==> config.mk <==
export PLATFORM = sky130hd
export DESIGN_NAME = memory_access_stage
export DESIGN_NICKNAME = d
export VERILOG_FILES = /design/src/rtl/memory_access_stage.sv
export SDC_FILE = /design/constraint.sdc
export NUM_CORES = 1
export LEC_CHECK = 0
export ABC_AREA = 1
export BUFFER_PORTS_ARGS = -buffer_cell sky130_fd_sc_hd__buf_4
export CORE_AREA = 2 2 162 164
export DETAILED_ROUTE_END_ITERATION = 10
export DIE_AREA = 0 0 164 166
export PLACE_DENSITY = 0.78
export SETUP_SLACK_MARGIN = 0.5
export SYNTH_ARGS = -nofsm -noshare
export SYNTH_HDL_FRONTEND = slang
export SYNTH_SLANG_ARGS = --single-unit
==> constraint.sdc <==
create_clock -name clk -period 4.3 [get_ports clk]
set_input_delay 0.43 -clock clk [delete_from_list [all_inputs] [get_ports clk]]
set_output_delay 0.43 -clock clk [all_outputs]
set_load 0.02 [all_outputs]
==> src/rtl/memory_access_stage.sv <==
// memory_access_stage
// -------------------
// RV64 memory stage placed directly after execute. Loads and stores go out over
// a valid/ready data-memory port. Load data is aligned to bit 0 and sign- or
// zero-extended to 64 bits. Non-memory instructions pass straight through to
// writeback one cycle later.
//
// Ports
//   clk, reset          clock; synchronous active-high reset
//   mem_enable          execute result valid (only sampled while idle)
//   alu_result          effective address, or writeback value for non-memory ops
//   store_data          rs2 contents
//   is_load, is_store   memory operation kind
//   funct3              access size/sign (B, H, W, D, BU, HU, WU)
//   rd_in, reg_write_in destination register and its write enable
//   dmem_req_*          request channel (valid/ready, 8-byte-aligned address,
//                       write enable, lane-shifted write data, byte strobes)
//   dmem_resp_*         response channel (load data or store acknowledgement)
//   wb_*                one-cycle writeback packet for the register file
//   busy                stage is occupied; upstream must hold
//   misaligned_fault    pulses with wb_valid for misaligned or illegal accesses

module memory_access_stage #(
  parameter int ADDR_W = 64,
  parameter int DATA_W = 64
) (
  input  logic              clk,
  input  logic              reset,
  input  logic              mem_enable,
  input  logic [63:0]       alu_result,
  input  logic [DATA_W-1:0] store_data,
  input  logic              is_load,
  input  logic              is_store,
  input  logic [2:0]        funct3,
  input  logic [4:0]        rd_in,
  input  logic              reg_write_in,
  output logic              dmem_req_valid,
  input  logic              dmem_req_ready,
  output logic [ADDR_W-1:0] dmem_addr,
  output logic              dmem_we,
  output logic [DATA_W-1:0] dmem_wdata,
  output logic [7:0]        dmem_wstrb,
  input  logic              dmem_resp_valid,
  input  logic [DATA_W-1:0] dmem_resp_data,
  output logic              wb_valid,
  output logic [DATA_W-1:0] wb_data,
  output logic [4:0]        wb_rd,
  output logic              wb_reg_write,
  output logic              busy,
  output logic              misaligned_fault
);

  typedef enum logic [1:0] {
    IDLE = 2'd0,
    REQ  = 2'd1,
    RESP = 2'd2,
    DONE = 2'd3
  } state_t;

  state_t state, next_state;

  logic              accept;
  logic              is_mem;
  logic              aligned;
  logic              issue_req;
  logic [2:0]        lane;
  logic [7:0]        store_strb;
  logic [DATA_W-1:0] store_shifted;

  logic [2:0]        funct3_q;
  logic [2:0]        lane_q;
  logic [4:0]        rd_q;
  logic              reg_write_q;
  logic              is_store_q;

  logic [DATA_W-1:0] load_shifted;
  logic [DATA_W-1:0] load_value;

  assign accept    = (state == IDLE) && mem_enable;
  assign is_mem    = is_load | is_store;
  assign issue_req = accept && is_mem && aligned;
  assign lane      = alu_result[2:0];

  // Natural-alignment check on the incoming address. funct3=111 is not a legal
  // access size, so it is reported as misaligned and never reaches memory.
  always_comb begin
    aligned = 1'b0;
    case (funct3)
      3'b000, 3'b100: aligned = 1'b1;
      3'b001, 3'b101: aligned = (alu_result[0] == 1'b0);
      3'b010, 3'b110: aligned = (alu_result[1:0] == 2'b00);
      3'b011:         aligned = (alu_result[2:0] == 3'b000);
      default:        aligned = 1'b0;
    endcase
  end

  // Store encoding: the low two funct3 bits give the access size. Because the
  // access is already known to be aligned, the shifted strobe never spills
  // past lane 7.
  always_comb begin
    store_strb = 8'h00;
    case (funct3[1:0])
      2'b00:   store_strb = 8'b0000_0001 << lane;
      2'b01:   store_strb = 8'b0000_0011 << lane;
      2'b10:   store_strb = 8'b0000_1111 << lane;
      default: store_strb = 8'hFF;
    endcase
  end

  assign store_shifted = store_data << {lane, 3'b000};

  // Load extraction: move the addressed bytes down to bit 0, then extend
  // them according to the latched size/sign code.
  assign load_shifted = dmem_resp_data >> {lane_q, 3'b000};

  always_comb begin
    load_value = load_shifted;
    case (funct3_q)
      3'b000:  load_value = {{(DATA_W-8){load_shifted[7]}},   load_shifted[7:0]};
      3'b001:  load_value = {{(DATA_W-16){load_shifted[15]}}, load_shifted[15:0]};
      3'b010:  load_value = {{(DATA_W-32){load_shifted[31]}}, load_shifted[31:0]};
      3'b100:  load_value = {{(DATA_W-8){1'b0}},  load_shifted[7:0]};
      3'b101:  load_value = {{(DATA_W-16){1'b0}}, load_shifted[15:0]};
      3'b110:  load_value = {{(DATA_W-32){1'b0}}, load_shifted[31:0]};
      default: load_value = load_shifted;
    endcase
  end

  // State register.
  always_ff @(posedge clk) begin
    if (reset) begin
      state <= IDLE;
    end else begin
      state <= next_state;
    end
  end

  // Next-state logic and state-decoded outputs. A response arriving in the
  // same cycle as the request handshake is deliberately not looked at: the
  // response is only sampled in RESP.
  always_comb begin
    next_state     = state;
    dmem_req_valid = 1'b0;
    wb_valid       = 1'b0;
    busy           = (state != IDLE);
    case (state)
      IDLE: begin
        if (mem_enable) begin
          next_state = (is_mem && aligned) ? REQ : DONE;
        end
      end
      REQ: begin
        dmem_req_valid = 1'b1;
        if (dmem_req_ready) begin
          next_state = RESP;
        end
      end
      RESP: begin
        if (dmem_resp_valid) begin
          next_state = DONE;
        end
      end
      DONE: begin
        wb_valid   = 1'b1;
        next_state = IDLE;
      end
      default: next_state = IDLE;
    endcase
  end

  // Request payload is loaded once when the access is accepted and is held
  // untouched while REQ waits for ready, then cleared after the handshake.
  always_ff @(posedge clk) begin
    if (reset) begin
      dmem_addr  <= '0;
      dmem_we    <= 1'b0;
      dmem_wdata <= '0;
      dmem_wstrb <= 8'h00;
    end else if (issue_req) begin
      dmem_addr  <= {alu_result[ADDR_W-1:3], 3'b000};
      dmem_we    <= is_store;
      dmem_wdata <= is_store ? store_shifted : '0;
      dmem_wstrb <= is_store ? store_strb : 8'h00;
    end else if ((state == REQ) && dmem_req_ready) begin
      dmem_addr  <= '0;
      dmem_we    <= 1'b0;
      dmem_wdata <= '0;
      dmem_wstrb <= 8'h00;
    end
  end

  // Instruction context needed after the request has gone out.
  always_ff @(posedge clk) begin
    if (reset) begin
      funct3_q    <= 3'b000;
      lane_q      <= 3'b000;
      rd_q        <= 5'd0;
      reg_write_q <= 1'b0;
      is_store_q  <= 1'b0;
    end else if (accept) begin
      funct3_q    <= funct3;
      lane_q      <= lane;
      rd_q        <= rd_in;
      reg_write_q <= reg_write_in;
      is_store_q  <= is_store;
    end
  end

  // Writeback packet. It is formed on the cycle that enters DONE and cleared
  // when DONE is left, so these outputs read as zero outside the pulse.
  always_ff @(posedge clk) begin
    if (reset) begin
      wb_data          <= '0;
      wb_rd            <= 5'd0;
      wb_reg_write     <= 1'b0;
      misaligned_fault <= 1'b0;
    end else if (accept && !is_mem) begin
      wb_data          <= alu_result[DATA_W-1:0];
      wb_rd            <= rd_in;
      wb_reg_write     <= reg_write_in;
      misaligned_fault <= 1'b0;
    end else if (accept && !aligned) begin
      wb_data          <= '0;
      wb_rd            <= rd_in;
      wb_reg_write     <= 1'b0;
      misaligned_fault <= 1'b1;
    end else if ((state == RESP) && dmem_resp_valid) begin
      wb_data          <= is_store_q ? '0 : load_value;
      wb_rd            <= rd_q;
      wb_reg_write     <= reg_write_q && !is_store_q;
      misaligned_fault <= 1'b0;
    end else if (state == DONE) begin
      wb_data          <= '0;
      wb_rd            <= 5'd0;
      wb_reg_write     <= 1'b0;
      misaligned_fault <= 1'b0;
    end
  end

endmodule

==> results of run 1 <==
metal layers:
metal | vias to the layer above | global-route usage [%]
met4 | 0 | 17.2
met2 | 869 | 56.3
li1 | 7205 | -
met5 | - | 0
met1 | 6958 | 47.8
met3 | 141 | 7.44
synth_stat cells (4+ instances only):
cell type	n	share of area, %
sky130_fd_sc_hd__a21oi_1	222	8.8
sky130_fd_sc_hd__a31oi_1	22	1.1
sky130_fd_sc_hd__buf_1	15	0.45
sky130_fd_sc_hd__buf_2	43	1.7
sky130_fd_sc_hd__buf_4	25	1.5
sky130_fd_sc_hd__buf_6	6	0.54
sky130_fd_sc_hd__clkbuf_1	71	2.1
sky130_fd_sc_hd__dfxtp_1	220	35
sky130_fd_sc_hd__ha_1	11	1.1
sky130_fd_sc_hd__inv_1	147	4.4
sky130_fd_sc_hd__inv_2	12	0.36
sky130_fd_sc_hd__mux2i_1	5	0.40
sky130_fd_sc_hd__nand2_1	655	19
sky130_fd_sc_hd__nand3_1	145	5.8
sky130_fd_sc_hd__nand4_1	36	1.8
sky130_fd_sc_hd__nor2_1	126	3.7
sky130_fd_sc_hd__nor3_1	9	0.36
sky130_fd_sc_hd__o211ai_1	29	1.7
sky130_fd_sc_hd__o21ai_0	161	6.4
sky130_fd_sc_hd__o21ai_1	9	0.36
sky130_fd_sc_hd__o221ai_1	4	0.28
sky130_fd_sc_hd__o22ai_1	23	1.1
how the worst min path moves through the flow:
stage | from | depth (start not counted) | to | slack [ps]
final | alu_result[36] | 3 | dmem_addr[36]$_SDFFE_PP0P_ | 160
after global routing | alu_result[36] | 3 | dmem_addr[36]$_SDFFE_PP0P_ | 160
after CTS | alu_result[36] | 3 | dmem_addr[36]$_SDFFE_PP0P_ | 150
after detailed placement | dmem_addr[29]$_SDFFE_PP0P_ | 2 | dmem_addr[29]$_SDFFE_PP0P_ | 460
after global placement | dmem_addr[61]$_SDFFE_PP0P_ | 2 | dmem_addr[61]$_SDFFE_PP0P_ | 450
after floorplan | is_store_q$_SDFFE_PP0P_ | 2 | is_store_q$_SDFFE_PP0P_ | 450
area by class of cell:
cell class	instances	area, um^2
Timing Repair Buffer	432	3260
Multi-Input combinational cell	1482	6830
Sequential cell	220	4410
Tap cell	335	419
Inverter	160	604
Fill cell	2414	9250
Clock buffer	35	776
Clock inverter	11	75.1
through the flow:
| step | cell area (um^2) | power, mW | cells |
|---|---|---|---|
| 2_1_floorplan | 12600 | 4.54 | 2022 |
| 3_3_place_gp | 15500 | 5.57 | 2629 |
| 3_5_place_dp | 15500 | 5.58 | 2629 |
| 4_1_cts | 16400 | 7.76 | 2675 |
| 5_1_grt | 16400 | 8.23 | 2675 |
| 6_report | 16400 | 7.83 | 2675 |
worst max-delay path, stage by stage, from the launching register on:
cell and delay [ps]:
sky130_fd_sc_hd__dfxtp_1 380, sky130_fd_sc_hd__inv_1 100, sky130_fd_sc_hd__ha_1 220, sky130_fd_sc_hd__nand2_1 70
sky130_fd_sc_hd__buf_4 230, sky130_fd_sc_hd__inv_2 140, sky130_fd_sc_hd__nand4_1 110, sky130_fd_sc_hd__buf_4 410
sky130_fd_sc_hd__nand2_1 260, sky130_fd_sc_hd__inv_2 530, sky130_fd_sc_hd__nand2_1 270, sky130_fd_sc_hd__o211ai_1 230
sky130_fd_sc_hd__inv_1 50
state kept, by name (all words and copies together), names as in the netlist, 2 cells and up:
signal and count:
lane_q 3, state 2, funct3_q 3, dmem_addr 61, dmem_wstrb 8, dmem_wdata 64, wb_data 64, rd_q 5
wb_rd 5
report_power, final:
group	switching, mW	internal, mW
combinational	2.21	0.974
clock	0.926	1.26
sequential	0.187	2.26
kinds of logic (layout without fill, tap and decap cells):
| logic type | Yosys count | in the layout | share of synthesized area (%) |
|---|---|---|---|
| AND/OR/NAND/NOR | 984 | 984 | 32.2 |
| other | 1 | 3 | 0.0297 |
| buffers and inverters | 320 | 638 | 11.1 |
| flip-flops | 220 | 220 | 34.9 |
| adder cells (fa/ha/maj) | 11 | 11 | 1.09 |
| AO/OA/AOI/OAI | 479 | 479 | 20.3 |
| multiplexers | 5 | 5 | 0.397 |
==> flow_results.xml, run 1 <==
<?xml version="1.0" encoding="UTF-8"?>
<metrics>
  <group name="critical_path">
    <metric name="critPathMaxFanout" unit="">39</metric>
    <metric name="cp-startpoint" unit="">state[0]$_SDFFE_PP0P_</metric>
    <metric name="ff2ff_path_depth" unit="">12</metric>
    <metric name="required_time_of_the_critical_path" unit="ps">4730</metric>
    <metric name="setup.worst_path.end" unit="">wb_rd[3]$_SDFFE_PP0P_</metric>
    <metric name="setup.reg_to_reg.worst_slack" unit="ps">1170</metric>
    <metric name="worst_setup_path_start_kind" unit="">flip-flop</metric>
    <metric name="regToRegStartpoint" unit="">state[0]$_SDFFE_PP0P_</metric>
    <metric name="reg2reg_to" unit="">wb_rd[3]$_SDFFE_PP0P_</metric>
    <metric name="worstPathArrival" unit="ps">3560</metric>
    <metric name="category_of_the_most_critical_setup_path" unit="">flip-flop to flip-flop</metric>
    <metric name="critical_path_endpoint_category" unit="">flip-flop</metric>
  </group>
  <group name="grt">
    <metric name="global_route_wire_length_before_repair" unit="um">78600</metric>
    <metric name="antenna_found_initial" unit="">0</metric>
    <metric name="track_usage" unit="%">36.2</metric>
    <metric name="grt_start_max_net_pins" unit="">117</metric>
    <metric name="gr-total-overflow" unit="">0</metric>
    <metric name="grt_pass1_vias" unit="">14100</metric>
  </group>
  <group name="finish">
    <metric name="flow.area_growth_from_synthesis" unit="%">29.8</metric>
    <metric name="finalCoreUtilization" unit="%">63.9</metric>
    <metric name="layout.nets" unit="">2541</metric>
    <metric name="share_of_final_layout_standard_cells_stronger_than_drive_strength_1" unit="%">21.6</metric>
    <metric name="top_library_cells_by_usage_in_the_layout_fill_and_taps_aside" unit="">sky130_fd_sc_hd__nand2_1, sky130_fd_sc_hd__buf_4, sky130_fd_sc_hd__a21oi_1</metric>
    <metric name="antenna-diode-count" unit="">0</metric>
    <metric name="final_common_cell" unit="">sky130_fd_sc_hd__nand2_1</metric>
  </group>
  <group name="synthesis">
    <metric name="netlist-cell-type-count" unit="">36</metric>
    <metric name="synth-main-ff-cell" unit="">sky130_fd_sc_hd__dfxtp_1</metric>
    <metric name="mappedNetlistArea" unit="um^2">12600</metric>
    <metric name="syn-instance-count" unit="">2020</metric>
    <metric name="synth-seq-area-share" unit="%">34.9</metric>
    <metric name="ys_async_sr_fraction" unit="%">0</metric>
    <metric name="synth_edf_count" unit="">0</metric>
    <metric name="postSynthRegisterBits" unit="">220</metric>
    <metric name="syn_area_per_cell" unit="um^2">6.24</metric>
    <metric name="yosysWarningCount" unit="">0</metric>
  </group>
  <group name="routing">
    <metric name="routed_wire_length_per_instance" unit="um">19.2</metric>
    <metric name="topRoutingLayerUsed" unit="">met4</metric>
    <metric name="drt_pre_antenna_iters" unit="">8</metric>
    <metric name="vias_per_cell" unit="">5.67</metric>
    <metric name="remaining_drc_errors" unit="">0</metric>
    <metric name="drt-met1-wl" unit="um">20700</metric>
    <metric name="drt_iter0_markers" unit="">1899</metric>
    <metric name="dr_wl_met3" unit="um">5120</metric>
    <metric name="totalWireLength" unit="um">51500</metric>
    <metric name="postRouteAntennaNets" unit="">0</metric>
    <metric name="detailroute.wirelength.met2" unit="um">22900</metric>
    <metric name="vias" unit="">15200</metric>
  </group>
  <group name="clock_network">
    <metric name="cts_setup_buffers" unit="">0</metric>
    <metric name="insertion_delay" unit="ps">540</metric>
    <metric name="cts_num_sinks" unit="">220</metric>
    <metric name="cts.reportedPaths.clkPinSlew" unit="ps">60</metric>
    <metric name="cts-buffers-inserted" unit="">26</metric>
    <metric name="clock-root-buffer" unit="">sky130_fd_sc_hd__clkbuf_16</metric>
    <metric name="tritoncts" unit="">done</metric>
    <metric name="post_cts_resized" unit="">0</metric>
    <metric name="ctsLongestPathBuffers" unit="">3</metric>
    <metric name="ctsHtreeMaxLevel" unit="">1</metric>
    <metric name="cts_hold_buf" unit="">0</metric>
  </group>
  <group name="place">
    <metric name="place.port_buffers" unit="">415</metric>
    <metric name="hpwlAfterDp" unit="um">37400</metric>
    <metric name="detailedPlace.worstSlack" unit="ps">1290</metric>
    <metric name="routabilityCongestion" unit="">0.977</metric>
  </group>
  <group name="sta">
    <metric name="setup_viol_count_final" unit="">0</metric>
    <metric name="max-slew-margin-rel" unit="%">18.1</metric>
    <metric name="timing_worst_slew_pin_value" unit="ps">1230</metric>
    <metric name="fin_crit" unit="ps">3130</metric>
    <metric name="skew" unit="ps">12.1</metric>
    <metric name="grt_setup_unrepaired" unit="">false</metric>
    <metric name="setup_total_negative_slack" unit="ps">0</metric>
    <metric name="hold_viol_final" unit="">0</metric>
    <metric name="timing.fmax" unit="MHz">319</metric>
    <metric name="final_clock_period_utilization_by_the_worst_path" unit="%">72.9</metric>
    <metric name="hold_slack" unit="ps">158</metric>
    <metric name="timing.final.ws_setup" unit="ps">1170</metric>
    <metric name="final_max_slew_viol_count" unit="">0</metric>
  </group>
  <group name="die">
    <metric name="die_w" unit="um">164</metric>
    <metric name="die-height" unit="um">166</metric>
    <metric name="coreArea" unit="um^2">25600</metric>
    <metric name="placementRows" unit="">59</metric>
    <metric name="die_area" unit="um^2">27200</metric>
    <metric name="initial_utilization" unit="%">49.2</metric>
    <metric name="ios" unit="">419</metric>
  </group>
  <group name="hold_path">
    <metric name="type_of_the_tightest_min_delay_check" unit="">input pin to flip-flop</metric>
  </group>
  <group name="job">
    <metric name="cap_violations" unit="">0</metric>
  </group>
  <group name="power">
    <metric name="worst_ir_drop_vdd" unit="mV">0.298</metric>
    <metric name="power-per-cell-area" unit="nW/um^2">478</metric>
    <metric name="leakage_component_of_the_power" unit="nW">7.67</metric>
  </group>
  <group name="status">
    <metric name="status" unit="">finished, final reports clean</metric>
  </group>
</metrics>
Note: power is estimated with default switching activity, not from simulation.
==> run 2, diff against run 1 <==
--- a/config.mk
+++ b/config.mk
@@ -5,12 +5,12 @@
 export SDC_FILE = /design/constraint.sdc
 export NUM_CORES = 1
 export LEC_CHECK = 0
-export ABC_AREA = 1
+export ABC_AREA = 0
 export BUFFER_PORTS_ARGS = -buffer_cell sky130_fd_sc_hd__buf_4
-export CORE_AREA = 2 2 162 164
+export CORE_AREA = 2 2 164 166
 export DETAILED_ROUTE_END_ITERATION = 10
-export DIE_AREA = 0 0 164 166
-export PLACE_DENSITY = 0.78
+export DIE_AREA = 0 0 166 168
+export PLACE_DENSITY = 0.74
 export SETUP_SLACK_MARGIN = 0.5
 export SYNTH_ARGS = -nofsm -noshare
 export SYNTH_HDL_FRONTEND = slang
==> constraint.sdc (replaced) <==
create_clock -name clk -period 2.9 [get_ports clk]
set_input_delay 0.29 -clock clk [delete_from_list [all_inputs] [get_ports clk]]
set_output_delay 0.29 -clock clk [all_outputs]
set_load 0.02 [all_outputs]
==> flow_results.xml, run 2 <==
<?xml version="1.0" encoding="UTF-8"?>
<metrics>
  <group name="routing">
    <metric name="drt_pre_antenna_iters" unit="">5</metric>
    <metric name="drt_iter0_markers" unit="">1284</metric>
    <metric name="vias_per_cell" unit="">6.18</metric>
    <metric name="totalWireLength" unit="um">45600</metric>
    <metric name="routed_wire_length_per_instance" unit="um">23.1</metric>
    <metric name="postRouteAntennaNets" unit="">0</metric>
    <metric name="vias" unit="">12200</metric>
    <metric name="remaining_drc_errors" unit="">0</metric>
  </group>
  <group name="finish">
    <metric name="top_library_cells_by_usage_in_the_layout_fill_and_taps_aside" unit="">sky130_fd_sc_hd__buf_4, sky130_fd_sc_hd__dfxtp_1, sky130_fd_sc_hd__nand2_1</metric>
    <metric name="reg.largest.list" unit="">dmem_wdata: 64 flops, wb_data: 64 flops, dmem_addr: 61 flops</metric>
    <metric name="layout.nets" unit="">1836</metric>
    <metric name="flow.area_growth_from_synthesis" unit="%">39.2</metric>
    <metric name="final_common_cell" unit="">sky130_fd_sc_hd__buf_4</metric>
    <metric name="share_of_final_layout_standard_cells_stronger_than_drive_strength_1" unit="%">38.3</metric>
    <metric name="finalCoreUtilization" unit="%">63.9</metric>
    <metric name="postLayoutCellArea" unit="um^2">16800</metric>
  </group>
  <group name="grt">
    <metric name="antenna_found_initial" unit="">1</metric>
    <metric name="gr-total-overflow" unit="">0</metric>
    <metric name="grt_pass1_vias" unit="">11800</metric>
    <metric name="groute.layer.met3.usage" unit="%">7.36</metric>
    <metric name="global_route_wire_length_before_repair" unit="um">68700</metric>
    <metric name="met1_usage" unit="%">40.7</metric>
    <metric name="track_usage" unit="%">30.8</metric>
    <metric name="grt_start_max_net_pins" unit="">94</metric>
    <metric name="gr-usage-met2" unit="%">47.6</metric>
    <metric name="global_route.peak_usage_layer" unit="">met2</metric>
  </group>
  <group name="synthesis">
    <metric name="ys_async_sr_fraction" unit="%">0</metric>
    <metric name="synth_edf_count" unit="">0</metric>
    <metric name="synth-seq-area-share" unit="%">36.4</metric>
    <metric name="syn_area_per_cell" unit="um^2">9.77</metric>
    <metric name="yosysWarningCount" unit="">0</metric>
    <metric name="synth.area.mux_share" unit="%">19.3</metric>
    <metric name="synth_xor_area_share" unit="%">0</metric>
    <metric name="synth-compound-area-share" unit="%">29.0</metric>
    <metric name="netlist-cell-type-count" unit="">59</metric>
    <metric name="synth_top_cell_by_area" unit="">sky130_fd_sc_hd__dfxtp_1</metric>
    <metric name="synth-simple-area-share" unit="%">8.62</metric>
    <metric name="synth_top_area_share" unit="%">36.4</metric>
    <metric name="synthTopCellsByArea" unit="">sky130_fd_sc_hd__dfxtp_1, sky130_fd_sc_hd__mux4_2, sky130_fd_sc_hd__mux2i_1, sky130_fd_sc_hd__a22o_1, sky130_fd_sc_hd__a32oi_1</metric>
    <metric name="post-synth-top-count-cell" unit="">sky130_fd_sc_hd__dfxtp_1</metric>
    <metric name="mappedNetlistArea" unit="um^2">12100</metric>
    <metric name="postSynthRegisterBits" unit="">220</metric>
    <metric name="commonest_cells_post_synth" unit="">sky130_fd_sc_hd__dfxtp_1, sky130_fd_sc_hd__nand2_1, sky130_fd_sc_hd__clkbuf_1</metric>
    <metric name="syn-instance-count" unit="">1237</metric>
    <metric name="combinational_family_with_the_most_area_after_synthesis" unit="">compound AO/OA/AOI/OAI gates</metric>
    <metric name="synth_adder_area_share" unit="%">1.14</metric>
    <metric name="synth-main-ff-cell" unit="">sky130_fd_sc_hd__dfxtp_1</metric>
  </group>
  <group name="critical_path">
    <metric name="critical_path_endpoint_category" unit="">flip-flop</metric>
    <metric name="critPathMaxFanout" unit="">12</metric>
    <metric name="critical_path.slowest_cell" unit="">sky130_fd_sc_hd__mux4_2</metric>
    <metric name="required_time_of_the_critical_path" unit="ps">3270</metric>
    <metric name="crit_chain" unit="">mux2_2 -&gt; mux4_2 -&gt; a22oi_4 -&gt; o311a_2 -&gt; o32ai_2</metric>
    <metric name="worstPathArrival" unit="ps">2730</metric>
    <metric name="critical_path.n_buffers_inverters" unit="">0</metric>
    <metric name="worst_setup_path_start_kind" unit="">flip-flop</metric>
    <metric name="crit_path_max_incr_delay" unit="ps">540</metric>
    <metric name="worst_path_dominant_cell_family" unit="">multiplexers</metric>
    <metric name="category_of_the_most_critical_setup_path" unit="">flip-flop to flip-flop</metric>
  </group>
  <group name="sta">
    <metric name="final_clock_period_utilization_by_the_worst_path" unit="%">81.1</metric>
    <metric name="fin_crit" unit="ps">2350</metric>
    <metric name="setup_viol_count_final" unit="">0</metric>
    <metric name="timing_worst_slew_pin_value" unit="ps">932</metric>
    <metric name="skew" unit="ps">9.16</metric>
    <metric name="hold_viol_final" unit="">0</metric>
    <metric name="grt_setup_unrepaired" unit="">false</metric>
    <metric name="final_max_slew_viol_count" unit="">0</metric>
    <metric name="setup_total_negative_slack" unit="ps">0</metric>
    <metric name="timing.fmax" unit="MHz">425</metric>
    <metric name="max-slew-margin-rel" unit="%">37.8</metric>
  </group>
  <group name="die">
    <metric name="placementRows" unit="">60</metric>
    <metric name="die-height" unit="um">168</metric>
    <metric name="ios" unit="">419</metric>
    <metric name="coreArea" unit="um^2">26400</metric>
    <metric name="initial_utilization" unit="%">45.9</metric>
    <metric name="die_area" unit="um^2">27900</metric>
    <metric name="die_w" unit="um">166</metric>
  </group>
  <group name="clock_network">
    <metric name="ctsLongestPathBuffers" unit="">3</metric>
    <metric name="tritoncts" unit="">done</metric>
    <metric name="insertion_delay" unit="ps">520</metric>
    <metric name="ctsHtreeMaxLevel" unit="">1</metric>
    <metric name="cts-buffers-inserted" unit="">24</metric>
    <metric name="cts.reportedPaths.clkPinSlew" unit="ps">60</metric>
    <metric name="clock-root-buffer" unit="">sky130_fd_sc_hd__clkbuf_16</metric>
    <metric name="cts_num_sinks" unit="">220</metric>
  </group>
  <group name="hold_path">
    <metric name="type_of_the_tightest_min_delay_check" unit="">input pin to flip-flop</metric>
  </group>
  <group name="place">
    <metric name="post_dp_cell_area" unit="um^2">15400</metric>
    <metric name="hpwlAfterDp" unit="um">32700</metric>
    <metric name="place.port_buffers" unit="">415</metric>
    <metric name="routabilityCongestion" unit="">0.963</metric>
  </group>
  <group name="status">
    <metric name="status" unit="">finished, final reports clean</metric>
  </group>
  <group name="power">
    <metric name="leakage_component_of_the_power" unit="nW">7.06</metric>
    <metric name="worst_ir_drop_vdd" unit="mV">0.675</metric>
    <metric name="power-per-cell-area" unit="nW/um^2">649</metric>
  </group>
  <group name="job">
    <metric name="cap_violations" unit="">0</metric>
  </group>
</metrics>
-- run 2: cell types whose count changed in the layout (fill, tap and decap cells not counted), sizes merged, moves of 46 or more --
cell	change
mux4	+46
o21ai	-103
nand2	-545
nand3	-136
a22o	+86
nor2	-55
inv	-147
a32oi	+66
mux2i	+80
a21oi	-142
-- run 2: repair_timing --
action | 4_1_cts | 5_1_grt
endpoints found under the setup margin | 32 | 62
hold buffers | 41 | 0
endpoints found under the hold margin | 41 | 0
buffers inserted | 2 | 0
resized for setup | 2 | 6
cloned | 1 | 1
-- run 2: worst paths after layout --
path                                             startpoint                          end  slack [ps]  depth (start not counted)
worst min-delay path                         alu_result[22]   dmem_addr[22]$_SDFFE_PP0P_          20                          2
worst max-delay path                 lane_q[1]$_SDFFE_PP0P_     wb_data[37]$_SDFFE_PP0P_         550                          5
worst min register to register  dmem_wdata[36]$_SDFFE_PP0P_  dmem_wdata[36]$_SDFFE_PP0P_         450                          2
worst max register to register       lane_q[1]$_SDFFE_PP0P_     wb_data[37]$_SDFFE_PP0P_         550                          5
-- run 2: metrics by stage --
stage | setup slack [ps] | hold WS, ps | instances | power, mW
after global routing | 498 | 1.25 | 1977 | 11.4
after CTS | 517 | 0.0940 | 1975 | 10.9
after floorplan | 713 | 416 | 1239 | 6.00
after detailed placement | 363 | 447 | 1887 | 7.31
final | 547 | 16.5 | 1978 | 10.9
after global placement | 425 | 441 | 1887 | 7.25
-- run 2: worst register-to-register path: stages (launching register included) --
cell	delay [ps]
sky130_fd_sc_hd__dfxtp_4	440
sky130_fd_sc_hd__mux2_2	400
sky130_fd_sc_hd__mux4_2	540
sky130_fd_sc_hd__a22oi_4	280
sky130_fd_sc_hd__o311a_2	420
sky130_fd_sc_hd__o32ai_2	140
-- run 2: power breakdown --
| group | total (mW) | internal [mW] | switching (mW) |
|---|---|---|---|
| registers | 3.50 | 3.30 | 0.199 |
| logic | 3.99 | 1.64 | 2.35 |
| clock network | 3.42 | 2.13 | 1.30 |
-- run 2: metal layers --
metal,vias up,routed length [um],share of wire (%)
li1,5527,-,-
met5,-,0,0
met1,5918,18400,40
met4,0,2490,5.5
met2,648,20600,45
met3,132,4120,9.0
-- run 2: area by class of cell --
type,instances,area [um^2]
tap,341,427
clock inverter,13,201
multi-input combinational,872,7170
sequential,220,4410
clock buffer,31,688
fill,2123,9520
antenna,2,5.00
inverter,13,48.8
timing repair buffer,486,3880
-- run 2: kinds of logic after synthesis --
| family | after synthesis |
|---|---|
| AO/OA/AOI/OAI | 444 |
| adder cells (fa/ha/maj) | 11 |
| buffers and inverters | 149 |
| flip-flops | 220 |
| multiplexers | 170 |
| other | 1 |
| AND/OR/NAND/NOR | 242 |
==> run 3, diff against run 2 <==
--- a/config.mk
+++ b/config.mk
@@ -7,10 +7,9 @@
 export LEC_CHECK = 0
 export ABC_AREA = 0
 export BUFFER_PORTS_ARGS = -buffer_cell sky130_fd_sc_hd__buf_4
-export CORE_AREA = 2 2 164 166
+export CORE_UTILIZATION = 46
 export DETAILED_ROUTE_END_ITERATION = 10
-export DIE_AREA = 0 0 166 168
-export PLACE_DENSITY = 0.74
+export PLACE_DENSITY = 0.76
 export SETUP_SLACK_MARGIN = 0.5
 export SYNTH_ARGS = -nofsm -noshare
 export SYNTH_HDL_FRONTEND = slang
==> constraint.sdc (replaced) <==
create_clock -name clk -period 2.1 [get_ports clk]
set_input_delay 0.21 -clock clk [delete_from_list [all_inputs] [get_ports clk]]
set_output_delay 0.21 -clock clk [all_outputs]
set_load 0.02 [all_outputs]
==> flow_results.xml, run 3 (synthesis results as in run 2) <==
<?xml version="1.0" encoding="UTF-8"?>
<metrics>
  <group name="grt">
    <metric name="antenna_found_initial" unit="">5</metric>
    <metric name="gr-total-overflow" unit="">0</metric>
    <metric name="grt_start_max_net_pins" unit="">92</metric>
    <metric name="grt_pass1_vias" unit="">13600</metric>
    <metric name="track_usage" unit="%">38.8</metric>
    <metric name="global_route_wire_length_before_repair" unit="um">80000</metric>
  </group>
  <group name="die">
    <metric name="coreArea" unit="um^2">25500</metric>
    <metric name="die-height" unit="um">164</metric>
    <metric name="die_area" unit="um^2">26900</metric>
    <metric name="initial_utilization" unit="%">47.5</metric>
    <metric name="placementRows" unit="">58</metric>
    <metric name="ios" unit="">419</metric>
    <metric name="die_w" unit="um">164</metric>
  </group>
  <group name="routing">
    <metric name="drt_pre_antenna_iters" unit="">8</metric>
    <metric name="routed_wire_length_per_instance" unit="um">26.9</metric>
    <metric name="remaining_drc_errors" unit="">0</metric>
    <metric name="totalWireLength" unit="um">58000</metric>
    <metric name="vias" unit="">14100</metric>
    <metric name="postRouteAntennaNets" unit="">0</metric>
    <metric name="vias_per_cell" unit="">6.54</metric>
    <metric name="drt_iter0_markers" unit="">1944</metric>
  </group>
  <group name="finish">
    <metric name="top_library_cells_by_usage_in_the_layout_fill_and_taps_aside" unit="">sky130_fd_sc_hd__buf_4, sky130_fd_sc_hd__dfxtp_1, sky130_fd_sc_hd__nand2_1</metric>
    <metric name="reg.largest.list" unit="">dmem_wdata: 64 flops, wb_data: 64 flops, dmem_addr: 61 flops</metric>
    <metric name="share_of_final_layout_standard_cells_stronger_than_drive_strength_1" unit="%">48.7</metric>
    <metric name="flow.area_growth_from_synthesis" unit="%">65.9</metric>
    <metric name="stdcell_count" unit="">2158</metric>
    <metric name="fillers" unit="">1513</metric>
    <metric name="final_common_cell" unit="">sky130_fd_sc_hd__buf_4</metric>
    <metric name="layout.nets" unit="">2025</metric>
  </group>
  <group name="power">
    <metric name="power_switching_share" unit="%">36.7</metric>
    <metric name="p_total" unit="mW">18.2</metric>
    <metric name="power-per-cell-area" unit="nW/um^2">908</metric>
    <metric name="leakage_component_of_the_power" unit="nW">8.50</metric>
    <metric name="switchingPower" unit="mW">6.69</metric>
    <metric name="worst_ir_drop_vdd" unit="mV">1.05</metric>
    <metric name="p_clk_share" unit="%">25.2</metric>
    <metric name="comb_power_share" unit="%">48.1</metric>
    <metric name="seq_power_share" unit="%">26.7</metric>
    <metric name="cellInternalPower" unit="mW">11.5</metric>
  </group>
  <group name="status">
    <metric name="violations_in_the_final_reports" unit="">setup timing</metric>
    <metric name="status" unit="">finished with violations</metric>
  </group>
  <group name="critical_path">
    <metric name="worstPathArrival" unit="ps">2780</metric>
    <metric name="worst_setup_path_start_kind" unit="">flip-flop</metric>
    <metric name="required_time_of_the_critical_path" unit="ps">2500</metric>
    <metric name="category_of_the_most_critical_setup_path" unit="">flip-flop to flip-flop</metric>
    <metric name="critPathMaxFanout" unit="">8</metric>
    <metric name="critical_path_endpoint_category" unit="">flip-flop</metric>
  </group>
  <group name="sta">
    <metric name="final_max_slew_viol_count" unit="">0</metric>
    <metric name="hold_viol_final" unit="">0</metric>
    <metric name="setup_viol_count_final" unit="">56</metric>
    <metric name="timing.final.ws_setup" unit="ps">-280</metric>
    <metric name="final_clock_period_utilization_by_the_worst_path" unit="%">113</metric>
    <metric name="timing_worst_slew_pin_value" unit="ps">941</metric>
    <metric name="fin_crit" unit="ps">2380</metric>
    <metric name="max-slew-margin-rel" unit="%">37.2</metric>
    <metric name="grt_setup_unrepaired" unit="">true</metric>
    <metric name="skew" unit="ps">34.9</metric>
    <metric name="timing.fmax" unit="MHz">420</metric>
  </group>
  <group name="job">
    <metric name="cap_violations" unit="">0</metric>
  </group>
  <group name="clock_network">
    <metric name="cts-buffers-inserted" unit="">25</metric>
    <metric name="ctsHtreeMaxLevel" unit="">1</metric>
    <metric name="insertion_delay" unit="ps">550</metric>
    <metric name="tritoncts" unit="">done</metric>
    <metric name="cts_num_sinks" unit="">220</metric>
    <metric name="ctsLongestPathBuffers" unit="">3</metric>
    <metric name="clock-root-buffer" unit="">sky130_fd_sc_hd__clkbuf_16</metric>
    <metric name="cts.reportedPaths.clkPinSlew" unit="ps">60</metric>
  </group>
  <group name="place">
    <metric name="place.port_buffers" unit="">415</metric>
    <metric name="place_inst" unit="">1919</metric>
    <metric name="hpwlAfterDp" unit="um">34200</metric>
    <metric name="routabilityCongestion" unit="">0.956</metric>
  </group>
  <group name="hold_path">
    <metric name="type_of_the_tightest_min_delay_check" unit="">input pin to flip-flop</metric>
  </group>
</metrics>
-- run 3: repair_timing --
action / 4_1_cts / 5_1_grt
cloned: 28 / 9
pin swaps: 74 / 74
setup endpoints to repair: 197 / 208
setup buffers: 54 / 22
gates resized for setup: 154 / 82
hold buffers: 77 / 0
hold endpoints to repair: 141 / 0
-- run 3: worst paths after layout --
kind,endpoint,depth (start not counted),start,slack [ps]
max,wb_data[16]$_SDFFE_PP0P_,8,lane_q[1]$_SDFFE_PP0P_,-280
min reg2reg,dmem_wdata[44]$_SDFFE_PP0P_,2,dmem_wdata[44]$_SDFFE_PP0P_,460
min,dmem_wdata[15]$_SDFFE_PP0P_,3,store_data[15],40
max reg2reg,wb_data[16]$_SDFFE_PP0P_,8,lane_q[1]$_SDFFE_PP0P_,-280
-- run 3: worst max-delay path, stage by stage, from the launching register on --
cell,delay (ps)
sky130_fd_sc_hd__dfxtp_4,410
sky130_fd_sc_hd__mux2_1,350
sky130_fd_sc_hd__mux4_2,540
sky130_fd_sc_hd__a22oi_4,170
sky130_fd_sc_hd__buf_4,140
sky130_fd_sc_hd__buf_6,110
sky130_fd_sc_hd__clkbuf_16,140
sky130_fd_sc_hd__o21ai_1,160
sky130_fd_sc_hd__o2bb2ai_1,190
-- run 3: per-stage QoR --
stage	setup slack [ps]	hold slack [ps]	utilization (%)	instance area [um^2]	TNS [ps]
floorplan	-55.1	331	-	12500	-1600
global placement	-116	432	62.8	16000	-3390
detailed placement	-172	435	62.8	16000	-5330
CTS	-129	16.6	76.0	19400	-3610
global route	-441	50.8	78.7	20100	-9570
finish	-280	36.6	78.8	20100	-7570
-- run 3: routing by layer --
metal	vias to the layer above	global-route usage, %	routed length (um)
met1	6763	45.2	20000
met2	1116	63.7	26900
met5	-	0	54
met3	304	11.1	7090
li1	5921	-	-
met4	4	22.2	3960
-- run 3: layout make-up --
cell class / count / area, um^2 / share of cell area, %
clock inverter: 14 / 138 / 0.686
tap: 330 / 413 / 2.06
inverter: 13 / 78.8 / 0.393
multi-input combinational: 870 / 7680 / 38.3
antenna: 3 / 7.51 / 0.0374
sequential: 220 / 4420 / 22.0
timing repair buffer: 676 / 6620 / 33.0
clock buffer: 32 / 712 / 3.55
-- run 3: power groups by stage --
stage                     logic, mW  clock network (mW)  registers (mW)
after floorplan                3.29                   0            5.22
after global placement         5.57                   0            4.89
after detailed placement       5.64                   0            4.90
after CTS                      7.58                4.54            4.82
after global routing           9.02                4.75            4.89
final                          8.76                4.58            4.87
